## config.mk

```make
export PLATFORM = sky130hd
export DESIGN_NAME = instruction_fetch_register
export DESIGN_NICKNAME = d
export VERILOG_FILES = /design/src/rtl/instruction_fetch_register.sv
export SDC_FILE = /design/constraint.sdc
export NUM_CORES = 1
export LEC_CHECK = 0
export CELL_PAD_IN_SITES_DETAIL_PLACEMENT = 0
export CELL_PAD_IN_SITES_GLOBAL_PLACEMENT = 2
export CORE_MARGIN = 5
export CORE_UTILIZATION = 27
export DETAILED_ROUTE_END_ITERATION = 8
export GPL_TIMING_DRIVEN = 0
export PLACE_DENSITY_LB_ADDON = 0.1
export SYNTH_ARGS = -nofsm -noshare
export SYNTH_HDL_FRONTEND = slang
export SYNTH_SLANG_ARGS = --single-unit
export TNS_END_PERCENT = 10
```

## constraint.sdc

```tcl
create_clock -name Clk -period 2.8 [get_ports Clk]
set_clock_uncertainty 0.15 [all_clocks]
set_input_delay 0.42 -clock Clk [delete_from_list [all_inputs] [get_ports Clk]]
set_output_delay 0.42 -clock Clk [all_outputs]
set_load 0.05 [all_outputs]
```

## src/rtl/instruction_fetch_register.sv

```systemverilog
// Instruction register with immediate-format pre-decode.
// Requests a word over the MOV/MFC handshake, latches it into IR and, on the
// same edge, registers the extender controls (SISE, EN) and ImmValid so that
// the extender and operand-B mux always see IR together with its format.
//
// Ports:
//   Clk       rising-edge clock
//   Clr       asynchronous active-low reset
//   IR_LD     fetch request from the control unit
//   Flush     abort any fetch and load NOP_WORD
//   MFC       memory function complete (MemData valid while high)
//   MemData   instruction word from memory
//   MOV       memory read request
//   IR        latched instruction (extender input)
//   SISE      immediate format select to the extender
//   EN        sign-extension enable to the extender
//   ImmValid  IR carries an immediate operand
//   IRV       IR holds a freshly fetched instruction
//   FetchErr  last fetch timed out (sticky until the next request)
module instruction_fetch_register #(
  parameter int unsigned TIMEOUT      = 15,
  parameter logic        SEXT_DEFAULT = 1'b0,
  parameter logic [31:0] NOP_WORD     = 32'hE1A00000
) (
  input  logic        Clk,
  input  logic        Clr,
  input  logic        IR_LD,
  input  logic        Flush,
  input  logic        MFC,
  input  logic [31:0] MemData,
  output logic        MOV,
  output logic [31:0] IR,
  output logic [1:0]  SISE,
  output logic        EN,
  output logic        ImmValid,
  output logic        IRV,
  output logic        FetchErr
);

  localparam int unsigned CNT_W    = 8;
  localparam int unsigned DEC_W    = 4;
  localparam logic [CNT_W-1:0] CNT_LAST = CNT_W'(TIMEOUT - 1);

  typedef enum logic [1:0] {
    IDLE  = 2'b00,
    FETCH = 2'b01,
    HOLD  = 2'b10
  } state_t;

  state_t            state, state_nxt;
  logic [CNT_W-1:0]  cnt, cnt_nxt;
  logic              mov_nxt;
  logic [31:0]       ir_nxt;
  logic [DEC_W-1:0]  dec_nxt;
  logic              irv_nxt;
  logic              err_nxt;

  // Immediate-format decode; returns {SISE, ImmValid, EN}.
  // Takes only the opcode fields it inspects: op = [27:25], b22 = [22], lo = [7:4].
  function automatic logic [DEC_W-1:0] decode(input logic [2:0] op,
                                              input logic       b22,
                                              input logic [3:0] lo);
    logic [1:0] s;
    logic       v;
    s = 2'b11;
    v = 1'b0;
    case (op)
      3'b001: begin s = 2'b00; v = 1'b1; end
      3'b010: begin s = 2'b01; v = 1'b1; end
      3'b000: begin
        // Halfword transfer with split immediate offset {[11:8],[3:0]}.
        if (b22 && lo[3] && lo[0] && (lo[2:1] != 2'b00)) begin
          s = 2'b10;
          v = 1'b1;
        end
      end
      default: ;
    endcase
    return {s, v, v & SEXT_DEFAULT};
  endfunction

  // State and output registers.
  always_ff @(posedge Clk or negedge Clr) begin
    if (!Clr) begin
      state    <= IDLE;
      cnt      <= '0;
      MOV      <= 1'b0;
      IR       <= '0;
      SISE     <= 2'b00;
      ImmValid <= 1'b0;
      EN       <= 1'b0;
      IRV      <= 1'b0;
      FetchErr <= 1'b0;
    end else begin
      state                  <= state_nxt;
      cnt                    <= cnt_nxt;
      MOV                    <= mov_nxt;
      IR                     <= ir_nxt;
      {SISE, ImmValid, EN}   <= dec_nxt;
      IRV                    <= irv_nxt;
      FetchErr               <= err_nxt;
    end
  end

  // Next-state and next-output logic; priority Flush > MFC > timeout > IR_LD.
  always_comb begin
    state_nxt = state;
    cnt_nxt   = cnt;
    mov_nxt   = MOV;
    ir_nxt    = IR;
    dec_nxt   = {SISE, ImmValid, EN};
    irv_nxt   = IRV;
    err_nxt   = FetchErr;

    if (Flush) begin
      state_nxt = IDLE;
      ir_nxt    = NOP_WORD;
      dec_nxt   = decode(NOP_WORD[27:25], NOP_WORD[22], NOP_WORD[7:4]);
      mov_nxt   = 1'b0;
      irv_nxt   = 1'b0;
    end else begin
      case (state)
        FETCH: begin
          if (MFC) begin
            state_nxt = HOLD;
            ir_nxt    = MemData;
            dec_nxt   = decode(MemData[27:25], MemData[22], MemData[7:4]);
            irv_nxt   = 1'b1;
            mov_nxt   = 1'b0;
          end else if (cnt == CNT_LAST) begin
            // Give up: IR and its decode keep the previous instruction.
            state_nxt = IDLE;
            mov_nxt   = 1'b0;
            err_nxt   = 1'b1;
          end else begin
            cnt_nxt = cnt + CNT_W'(1);
          end
        end
        default: begin
          // IDLE and HOLD behave alike: wait for a request, ignore MFC.
          if (IR_LD) begin
            state_nxt = FETCH;
            cnt_nxt   = '0;
            mov_nxt   = 1'b1;
            irv_nxt   = 1'b0;
            err_nxt   = 1'b0;
          end
        end
      endcase
    end
  end

endmodule

```

Word level (Yosys, flattened, before mapping). Index checks and enable logic that the tools add are counted.

Add/subtract/negate cells: 1. Equality and inequality tests: 9. Multiplexer cells: 31. Bitwise operators: 1. Reductions and logical operators: 15.

Operators by type and width (number): two-way mux 32 bit (3); two-way mux 8 bit (4); two-way mux 1 bit (14); two-way mux 4 bit (3); two-way mux 2 bit (5); adder 8 x 1 -> 8 bit, second input constant (1); == test 8 x 4 -> 1 bit, second input constant (1); AND reduction 4 bit (2); nonzero test 2 bit (4); != test 2 bit, second input constant (3); one-hot mux 2 bit (3 select lines) (1); AND reduction 2 bit (3); != test 4 bit, second input constant (1); == test 3 x 1 -> 1 bit, second input constant (1); == test 3 x 2 -> 1 bit, second input constant (1); logical AND 1 bit (3); logical NOT 3 bit (1); != test 3 bit, second input constant (1); nonzero test 3 bit (1); == test 2 x 1 -> 1 bit, second input constant (1); one-hot mux 1 bit (2 select lines) (1); OR reduction 2 bit (1); NOT 1 bit (1).

Flip-flop bits (word level): 49. Word-level logic and storage cells: 66.

Logic depth before layout (Yosys ltp). Gate-level depths: netlist of the first run.

Depth in word-level cells: 8. Depth in mapped cells: 6. Gate-level depth less buffers: 6.

Worst setup path before layout of the first run. OpenSTA, ideal clock, no wires.

Path kind: register to register. Start: reg state[0]. End: reg cnt[2]. Setup time: 144 ps. Arrival: 1733 ps. Required time: 2506 ps. Path slack: 773 ps. Cell stages (with the launch flop): 7. Path buffers: 2. Path through: dfrtp_1 nor2b_1 buf_4 a21o_1 clkbuf_1 a211oi_2 a31oi_1.

Cells in the longest elaborated chain, start to end: 3. Elaborated cells between the ends (all ways): 6. Those cells by class: 3 x eq/ne; 1 x mux; 2 x reduce/logical.

Ends and longest elaborated chain: from (decl) (RTL line 50) `state_t state, state_nxt;`; from (signal assigned) (RTL line 95) `state <= state_nxt;`; == test 2 x 1 -> 1 bit (*) (RTL line 122) `case (state)`; != test 2 bit (no line) or nonzero test 2 bit (tied branches); AND reduction 4 bit (no line); to (signal assigned) (RTL line 96) `cnt <= cnt_nxt;`; to (decl) (RTL line 51) `logic [CNT_W-1:0] cnt, cnt_nxt;`.

Every way passes the cells marked *; elsewhere a longest branch is shown, timed or not. A chain may end at the register's enable or synchronous reset.

Worst setup path after layout of the first run.
Start: reg state[0]. End: reg cnt[3].

Same word-level chain as after synthesis.

==> results of run 1 <==
## state kept, by name (all words and copies together) (netlist names)
name	cells
IR	32
cnt	8
SISE	2
state	2
FetchErr	1
IRV	1
ImmValid	1
## layout make-up
class / instances / area [um2]
Clock buffer: 6 / 82.6
Fill cell: 734 / 4240
Buffer: 10 / 60.1
Inverter: 5 / 18.8
Timing Repair Buffer: 74 / 746
Sequential cell: 47 / 1180
Clock inverter: 2 / 35.0
Multi-Input combinational cell: 99 / 732
Tap cell: 99 / 124
## placed cells by master (no fill, tap or decap), types with 2 or more instances in the layout
master           count
a21oi_1              7
a22o_1              27
a31oi_1              4
buf_2                4
buf_4                2
clkbuf_1             3
clkbuf_8             7
clkdlybuf4s50_1     71
dfrtp_1             47
ha_1                 2
inv_1                5
nand2_1              6
nand2b_1             2
nand3_1              2
nand4_1              3
nor2_1              12
nor3_1               2
o21a_1               2
o21ai_0              2
o21ai_1              2
o22a_1               6
o22ai_1              2
## cells in the mapped netlist, types with 2 or more instances
cell type	n
a31oi_1	4
buf_4	2
buf_2	3
nand4_1	3
dfrtp_1	47
o22ai_1	2
inv_1	5
ha_1	2
o22a_1	6
o21a_1	2
o21ai_1	2
o21ai_0	2
nor3_1	2
nor2_1	12
a22o_1	27
nand2_1	6
a21oi_1	7
nand3_1	2
nand2b_1	2
clkbuf_1	3
## worst max path at each step
| stage | to | slack (ns) | from | depth (start not counted) |
|---|---|---|---|---|
| final | cnt[3]$_DFFE_PN0P_ | 0.68 | state[0]$_DFFE_PN0P_ | 6 |
| after global routing | cnt[4]$_DFFE_PN0P_ | 0.50 | state[0]$_DFFE_PN0P_ | 6 |
| after CTS | cnt[2]$_DFFE_PN0P_ | 0.63 | state[0]$_DFFE_PN0P_ | 6 |
| after detailed placement | cnt[2]$_DFFE_PN0P_ | 0.67 | state[0]$_DFFE_PN0P_ | 6 |
| after global placement | IR[28]$_DFFE_PN0P_ | -0.33 | Clr | 1 |
| after floorplan | cnt[2]$_DFFE_PN0P_ | 0.77 | state[0]$_DFFE_PN0P_ | 6 |
## metal layers
layer	up-vias	track usage, %	part of all wire (%)
met5	-	0	0
met4	0	4.15	1.9
met3	7	4.69	6.0
met2	42	19.8	48
met1	761	15.9	45
li1	758	-	-
## where the power goes
group	total [W]	internal [W]	leakage, nW	switching (W)
registers	0.000761	0.000716	0.607	0.0000455
clock network	0.000525	0.000289	0.0612	0.000236
logic	0.000311	0.000132	0.577	0.000179
total	0.00160	0.00114	1.25	0.000460
## through the flow
stage          util (%)  total power [W]  setup WS (ns)  instances
6_report           41.2          0.00160          0.676        342
3_5_place_dp       39.5          0.00109          0.674        333
3_3_place_gp       39.2          0.00109         -0.331        332
5_1_grt            41.2          0.00167          0.502        342
2_1_floorplan         -         0.000941          0.773        161
4_1_cts            41.2          0.00162          0.629        342
## logic make-up after synthesis
group,Yosys count
xor gates and xnor gates,2
and+or+nand+nor,32
other,1
muxes,1
AOI/OAI and AO/OA,61
DFF,47
adders and majority gates,2
buffers and inverters,15
## repair_timing
item,in CTS,in global routing
hold buffers,1,0
endpoints found under the setup margin,0,0
hold endpoints to repair,10,0
==> flow_summary_export.csv, run 1 <==
group,metric,value,unit
floorplan,row_count,31,
yosys,synth_area,1990,um2
final_layout,final_nets,281,
floorplan,die_x,95.8,um
grt,grtUsageTotal,12.6,%
setup_path,cp.arrival,2.14,ns
routing,drtAntennaViolNets,0,
setup_path,crit_fanout,10,
setup_path,setup.worst_path.start_class,"flip-flop",
hold_path,min_path_type,"in2reg",
cts,cts_setup_buffers,0,
yosys,synth_nets,200,
hold_path,hold-path-endpoint,"state[1]$_DFFE_PN0P_",
yosys,ys_ff_latch,47,
yosys,yosysUniqueCellTypes,40,
yosys,postSynthCellCount,161,
routing,via_count,1568,
timing,drv_slew,0,
cts,cts_htree_levels,2,
timing,slew-limit-headroom,57.2,%
pwr,ir_worst_vdd,242,uV
hold_path,hold_depth,2,
grt,grt_overflow_total,0,
pwr,p_per_area,537,nW/um2
setup_path,rr_startpoint,"state[0]$_DFFE_PN0P_",
grt,antenna_found_initial,0,
routing,drcViolationCount,0,
setup_path,rrSetupSlack,0.68,ns
yosys,synth_top_family_by_area,"compound AO/OA/AOI/OAI gates",
setup_path,crit_family,"compound AO/OA/AOI/OAI gates",
cts,cts_buffer_depth,2,
timing,setup_tns,0,ns
floorplan,pin_count,76,
hold_path,hp-start,"Flush",
setup_path,path_buf_inv,2,
final_layout,area_growth,49.7,%
setup_path,worst_path_max_delay_cell,"a211oi_2",
grt,grt_first_pass_wirelength,8760,um
cts,cts.sinks,47,
yosys,synth_edf_count,0,
routing,drt_pass1_iterations,4,
routing,drt-total-wl,5240,um
final_layout,drive_above_1_share,9.88,%
timing,setup_violations,0,
cts,cts_tree,"built",
routing,drt-wirelength-per-cell,15.3,um
grt,grt_max_degree,38,
routing,vias_per_cell,4.58,
timing,rsz0062_at_grt,"false",
final_layout,num_antenna_cells,0,
timing,maxClockFrequency,471,MHz
floorplan,core_area,7210,um2
job,drv_cap,0,
timing,post-route-min-period,2.12,ns
yosys,synth.area.top_cells,"dfrtp_1 (59%), a22o_1 (12%), o22a_1 (2.6%)",
timing,period_share,75.8,%
yosys,synthFlopType,"dfrtp_1",
setup_path,max_stage_delay,0.58,ns
yosys,synth-simple-area-share,8.50,%
placed_design,dp_hpwl,3830,um
yosys,synth-xor-area-share,0.882,%
pwr,leakagePower,1.25,nW
yosys,synth.area.mux_share,0.504,%
yosys,ys_async_sr_fraction,100,%
setup_path,timing.rr.end,"cnt[3]$_DFFE_PN0P_",
floorplan,die_y,95.8,um
cts,worstSkewPairLatency,0.30,ns
timing,hold_viol,0,
floorplan,initial_utilization,27.5,%
setup_path,crit_chain,"nor2b_1 -> buf_4 -> a21o_1 -> clkbuf_1 -> a211oi_2 -> a31oi_1",
yosys,synth_top_area_share,59.2,%
setup_path,ff2ff_path_depth,6,
cts,clk_root_buffer_cell,"clkbuf_8",
run_status,status,"complete, no violations",
cts,cts_resized,0,
yosys,synth-compound-area-share,25.5,%
routing,drt_iter0_markers,42,
grt,grt_pass1_vias,1706,
timing,whs,0.166,ns
timing,tightest_slew,0.642,ns
floorplan,die-area,9170,um2
yosys,avgSynthCellArea,12.3,um2
setup_path,cp.required,2.82,ns
setup_path,path_class,"reg2reg",
setup_path,cp-end-kind,"flip-flop",
placed_design,place_area,2850,um2
cts,cts.clk_slew.worst_paths,0.09,ns
yosys,yosys.area.top_type,"dfrtp_1",
yosys,ys_warn_count,0,
cts,cts_buffers,5,
yosys,synthAdderAreaFrac,1.26,%
placed_design,gp_congestion,0.686,
placed_design,numPortBuffers,72,
yosys,yosysSeqAreaShare,59.2,%
final_layout,final_area,2970,um2
Power figures use the tool's default switching activity.
==> inputs of run 2 (changes only) <==
- CORE_UTILIZATION: 27 -> 24
- clock period: 2.8 -> 1.85 ns (I/O delays scaled with it)
==> run 2 against run 1 <==
Effect of this change:
- setup slack worse by 0.78 ns
- sequential power up 48%
- power up 43%
- worst hold slack worse by 0.11 ns
- the run now ends with negative setup slack left
- via count up 2.1%
- highest routed layer unchanged
- clock-buffer cell count down 1
- critical endpoint is now cnt[5]$_DFFE_PN0P_
- cell area up 1.6%
- fmax up 8.9%
==> flow_summary_export.csv, run 2 (synthesized netlist as in run 1, its figures left out) <==
group,metric,value,unit
run_status,status,"finished with violations",
run_status,violations,"negative setup slack",
job,drv_cap,0,
timing,post-route-min-period,1.95,ns
timing,tightest_slew,0.537,ns
final_layout,finish.utilization,37.2,%
grt,grt_overflow_total,0,
routing,via_count,1601,
timing,drv_slew,0,
final_layout,fin_cells,353,
setup_path,cp-end-kind,"flip-flop",
floorplan,row_count,33,
cts,cts_buffer_depth,2,
final_layout,drive_above_1_share,17.7,%
timing,maxClockFrequency,513,MHz
setup_path,cp.arrival,1.98,ns
cts,cts.sinks,47,
placed_design,placed_cells,339,
cts,cts_htree_levels,2,
pwr,p_clk_share,26.4,%
timing,setup_violations,9,
cts,clk_root_buffer_cell,"clkbuf_8",
routing,drt_pass1_iterations,4,
setup_path,cp.required,1.88,ns
pwr,p_switching,0.000716,W
grt,grt_first_pass_wirelength,8670,um
pwr,combPwrFrac,24.0,%
setup_path,worst_path_max_delay_cell,"or4b_4",
routing,drt-total-wl,5570,um
routing,drt_iter0_markers,70,
final_layout,regMostFlops,"IR",
grt,grt_pass1_vias,1652,
placed_design,place_area,2870,um2
placed_design,gp_congestion,0.703,
grt,antenna_found_initial,0,
final_layout,mostFrequentLayoutCell,"dfrtp_1",
final_layout,num_antenna_cells,0,
timing,layout_setup_ws,-0.0992,ns
hold_path,min_path_type,"in2reg",
setup_path,crit_fanout,3,
routing,drtAntennaViolNets,0,
floorplan,die-area,10200,um2
pwr,p_per_area,756,nW/um2
final_layout,largestRegisters,"IR: 32 flops, cnt: 8 flops",
pwr,swShare,31.3,%
pwr,power,0.00228,W
floorplan,die_y,101,um
setup_path,crit_chain,"inv_2 -> ha_4 -> or4b_4 -> o311ai_2 -> nor2_1 -> a2bb2oi_1",
cts,worstSkewPairLatency,0.29,ns
floorplan,initial_utilization,24.4,%
final_layout,area_growth,52.1,%
cts,cts_buffers,5,
cts,cts_tree,"built",
placed_design,numPortBuffers,72,
placed_design,dp_hpwl,4010,um
final_layout,final_nets,287,
routing,drt-wirelength-per-cell,15.8,um
floorplan,die_x,101,um
pwr,p_int,0.00157,W
timing,rsz0062_at_grt,"true",
routing,vias_per_cell,4.54,
final_layout,final_cell_mix,"dfrtp_1 (44), dlygate4sd2_1 (38), clkdlybuf4s50_1 (33)",
grt,grt_max_degree,31,
timing,period_share,105,%
final_layout,largest_reg_flops,32,
final_layout,final_area,3020,um2
timing,slew-limit-headroom,64.3,%
setup_path,max_stage_delay,0.49,ns
setup_path,path_class,"reg2reg",
pwr,p_seq_share,49.6,%
grt,grtUsageTotal,10.8,%
pwr,leakagePower,1.39,nW
floorplan,pin_count,76,
timing,hold_viol,0,
setup_path,setup.worst_path.start_class,"flip-flop",
cts,cts.clk_slew.worst_paths,0.09,ns
routing,drcViolationCount,0,
floorplan,core_area,8130,um2
pwr,ir_worst_vdd,268,uV
[run 2: critical path, delay by kind of cell (launching register included)]
| kind | cells | cell delay, ns |
|---|---|---|
| compound gates | 2 | 0.51 |
| fa+ha+maj | 1 | 0.11 |
| buf+inv | 1 | 0.07 |
| flops | 1 | 0.41 |
| simple gates | 2 | 0.58 |
[run 2: power by group through the flow]
stage | logic (W) | clock network (W) | registers [W]
3_5_place_dp | 0.000484 | 0 | 0.00118
6_report | 0.000549 | 0.000604 | 0.00113
3_3_place_gp | 0.000480 | 0 | 0.00118
5_1_grt | 0.000596 | 0.000670 | 0.00114
4_1_cts | 0.000525 | 0.000643 | 0.00113
2_1_floorplan | 0.000154 | 0 | 0.00128
[run 2: repair_timing]
| item | 4_1_cts | 5_1_grt |
|---|---|---|
| endpoints found under the hold margin | 17 | 0 |
| resized for setup | 43 | 10 |
| pin swaps | 3 | 7 |
| endpoints found under the setup margin | 69 | 38 |
| hold buffers | 1 | 0 |
| setup buffers | 4 | 5 |
[run 2: worst paths after layout]
kind	startpoint	end	slack, ns	cells past startpoint
max reg2reg	cnt[0]$_DFFE_PN0P_	cnt[5]$_DFFE_PN0P_	-0.1	6
min reg2reg	IR[28]$_DFFE_PN0P_	IR[28]$_DFFE_PN0P_	0.35	1
min in group asynchronous	Clr	IR[4]$_DFFE_PN0P_	0.30	2
min	Flush	state[1]$_DFFE_PN0P_	0.06	2
max	cnt[0]$_DFFE_PN0P_	cnt[5]$_DFFE_PN0P_	-0.1	6
max in group asynchronous	Clr	cnt[1]$_DFFE_PN0P_	0.71	3
[run 2: layout make-up]
class | instances | area (um2)
flip-flops and latches | 47 | 1180
plain buffers | 9 | 58.8
well taps | 105 | 131
multi-input cells | 99 | 793
repair buffers | 81 | 758
inverters | 5 | 18.8
clock inverters | 2 | 13.8
clock buffers | 5 | 68.8
fillers | 803 | 5110
[run 2: stage by stage]
step | setup WS [ns] | TNS [ns] | hold WS, ns
after floorplan | -0.102 | -0.442 | -0.168
after global placement | -1.35 | -58.39 | 0.338
after detailed placement | -0.233 | -3.82 | 0.0933
after CTS | -0.139 | -1.06 | 0.0323
after global routing | -0.171 | -1.20 | 0.0587
final | -0.0992 | -0.503 | 0.0572
[run 2: layer usage]
layer  global-route usage [%]  part of all wire [%]
met5                        0                     0
met3                     2.42                   4.1
met4                     2.76                  0.56
met1                     15.0                    47
met2                     16.9                    49
==> inputs of run 3 (changes only) <==
- MAX_ROUTING_LAYER: not set -> met4
==> run 3 against run 2 <==
Effect of this change:
- the run still ends with negative setup slack left
- register-to-register slack is essentially flat
- flip-flop and latch count unchanged
- setup slack hardly changed
- global-route usage is 0.33 points higher
- critical path depth did not move
- routed wire length barely moved
- core utilization unchanged
- via count did not move
- worst hold slack worse by 0.00050 ns
- sequential share of layout area is the same
- critical path type unchanged
- largest power group unchanged
- highest routed layer unchanged
==> flow_summary_export.csv, run 3 (synthesized netlist as in run 1, its figures left out) <==
group,metric,value,unit
routing,drt-wirelength-per-cell,15.8,um
hold_path,hp-start,"Flush",
timing,hold_viol,0,
final_layout,largest_reg_flops,32,
final_layout,regArea,1180,um2
setup_path,rrSetupSlack,-0.1,ns
routing,drcViolationCount,0,
run_status,violations,"negative setup slack",
timing,layout_setup_ws,-0.0994,ns
placed_design,dp_hpwl,4010,um
floorplan,initial_utilization,24.4,%
setup_path,setup.worst_path.start_class,"flip-flop",
setup_path,path_buf_inv,1,
cts,cts_buffers,5,
cts,cts_htree_levels,2,
placed_design,place_area,2870,um2
setup_path,ff2ff_path_depth,6,
final_layout,final_cell_mix,"dfrtp_1 (44), dlygate4sd2_1 (38), clkdlybuf4s50_1 (33)",
routing,vias_per_cell,4.54,
pwr,ir_worst_vdd,269,uV
setup_path,rr_startpoint,"cnt[0]$_DFFE_PN0P_",
final_layout,num_antenna_cells,0,
job,drv_cap,0,
cts,cts_tree,"built",
placed_design,place_ws,-0.233,ns
timing,maxClockFrequency,513,MHz
final_layout,fillCellCount,803,
timing,rsz0062_at_grt,"true",
setup_path,cp.required,1.88,ns
cts,cts_buffer_depth,2,
timing,tightest_slew,0.537,ns
grt,antenna_found_initial,0,
cts,worstSkewPairLatency,0.29,ns
setup_path,crit_chain,"inv_2 -> ha_4 -> or4b_4 -> o311ai_2 -> nor2_1 -> a2bb2oi_1",
final_layout,multi_input_area,793,um2
timing,drv_slew,0,
routing,drt_iter0_markers,71,
floorplan,pin_count,76,
timing,post-route-min-period,1.95,ns
routing,via_count,1601,
floorplan,die_x,101,um
grt,grt_pass1_vias,1647,
setup_path,cp-end-kind,"flip-flop",
timing,slew-limit-headroom,64.3,%
final_layout,final_nets,287,
routing,drtAntennaViolNets,0,
placed_design,numPortBuffers,72,
final_layout,mostFrequentLayoutCell,"dfrtp_1",
cts,clk_root_buffer_cell,"clkbuf_8",
floorplan,core_area,8130,um2
routing,drt-total-wl,5570,um
grt,grt_overflow_total,0,
final_layout,final_area,3020,um2
pwr,power,0.00229,W
setup_path,crit_family,"simple AND/OR/NAND/NOR gates",
run_status,status,"finished with violations",
floorplan,die-area,10200,um2
cts,cts.sinks,47,
hold_path,hold-path-endpoint,"state[1]$_DFFE_PN0P_",
grt,grt_max_degree,31,
final_layout,area_growth,52.1,%
setup_path,crit_fanout,3,
pwr,leakagePower,1.39,nW
final_layout,drive_above_1_share,17.7,%
floorplan,row_count,33,
floorplan,die_y,101,um
setup_path,path_class,"reg2reg",
hold_path,hold_depth,2,
setup_path,max_stage_delay,0.49,ns
pwr,p_per_area,756,nW/um2
setup_path,worst_path_max_delay_cell,"or4b_4",
grt,grtUsageTotal,11.1,%
setup_path,timing.rr.end,"cnt[5]$_DFFE_PN0P_",
setup_path,cp.arrival,1.98,ns
routing,drt_pass1_iterations,3,
timing,period_share,105,%
final_layout,regMostFlops,"IR",
placed_design,gp_congestion,0.710,
cts,cts.clk_slew.worst_paths,0.09,ns
timing,setup_violations,9,
final_layout,largestRegisters,"IR: 32 flops, cnt: 8 flops",
grt,grt_first_pass_wirelength,8690,um
timing,whs,0.0567,ns
timing,setup_tns,-0.503,ns
hold_path,min_path_type,"in2reg",
==> run 3: power breakdown <==
part	total (W)	switching, W	internal (W)
registers	0.00113	0.0000455	0.00109
clock network	0.000604	0.000345	0.000259
logic	0.000549	0.000326	0.000223
total	0.00229	0.000717	0.00157
==> run 3: final cells by class <==
type                    instances  share of cell area, %
flip-flops and latches         47                   39.0
multi-input cells              99                   26.2
repair buffers                 81                   25.1
well taps                     105                   4.35
clock buffers                   5                   2.28
plain buffers                   9                   1.95
inverters                       5                  0.621
clock inverters                 2                  0.455
==> run 3: through the flow <==
stage / std cells / util, %
2_1_floorplan: 161 / -
3_3_place_gp: 338 / 35.1
3_5_place_dp: 339 / 35.3
4_1_cts: 350 / 36.4
5_1_grt: 353 / 37.2
6_report: 353 / 37.2
==> run 3: routing by layer <==
metal,GRT usage [%],vias to the layer above,part of all wire [%]
met5,-,-,0
met4,2.76,0,0.54
met3,2.42,2,4.3
met2,16.9,36,49
met1,15.0,784,47
li1,-,779,-
==> run 3: worst max path at each step <==
stage / start / end / slack [ns] / depth (start not counted)
detailed placement: state[0]$_DFFE_PN0P_ / cnt[2]$_DFFE_PN0P_ / -0.23 / 6
global route: cnt[0]$_DFFE_PN0P_ / cnt[5]$_DFFE_PN0P_ / -0.17 / 6
floorplan: cnt[0]$_DFFE_PN0P_ / cnt[4]$_DFFE_PN0P_ / -0.10 / 6
finish: cnt[0]$_DFFE_PN0P_ / cnt[5]$_DFFE_PN0P_ / -0.1 / 6
CTS: cnt[0]$_DFFE_PN0P_ / cnt[2]$_DFFE_PN0P_ / -0.14 / 7
global placement: Clr / cnt[0]$_DFFE_PN0P_ / -1.35 / 1
==> run 3: repair_timing <==
action                                  CTS  global route
pin swaps                                 3             7
buffers inserted                          4             5
gates resized for setup                  43            10
cloned                                    0             0
hold endpoints to repair                 17             0
hold buffers                              1             0
endpoints found under the setup margin   69            38
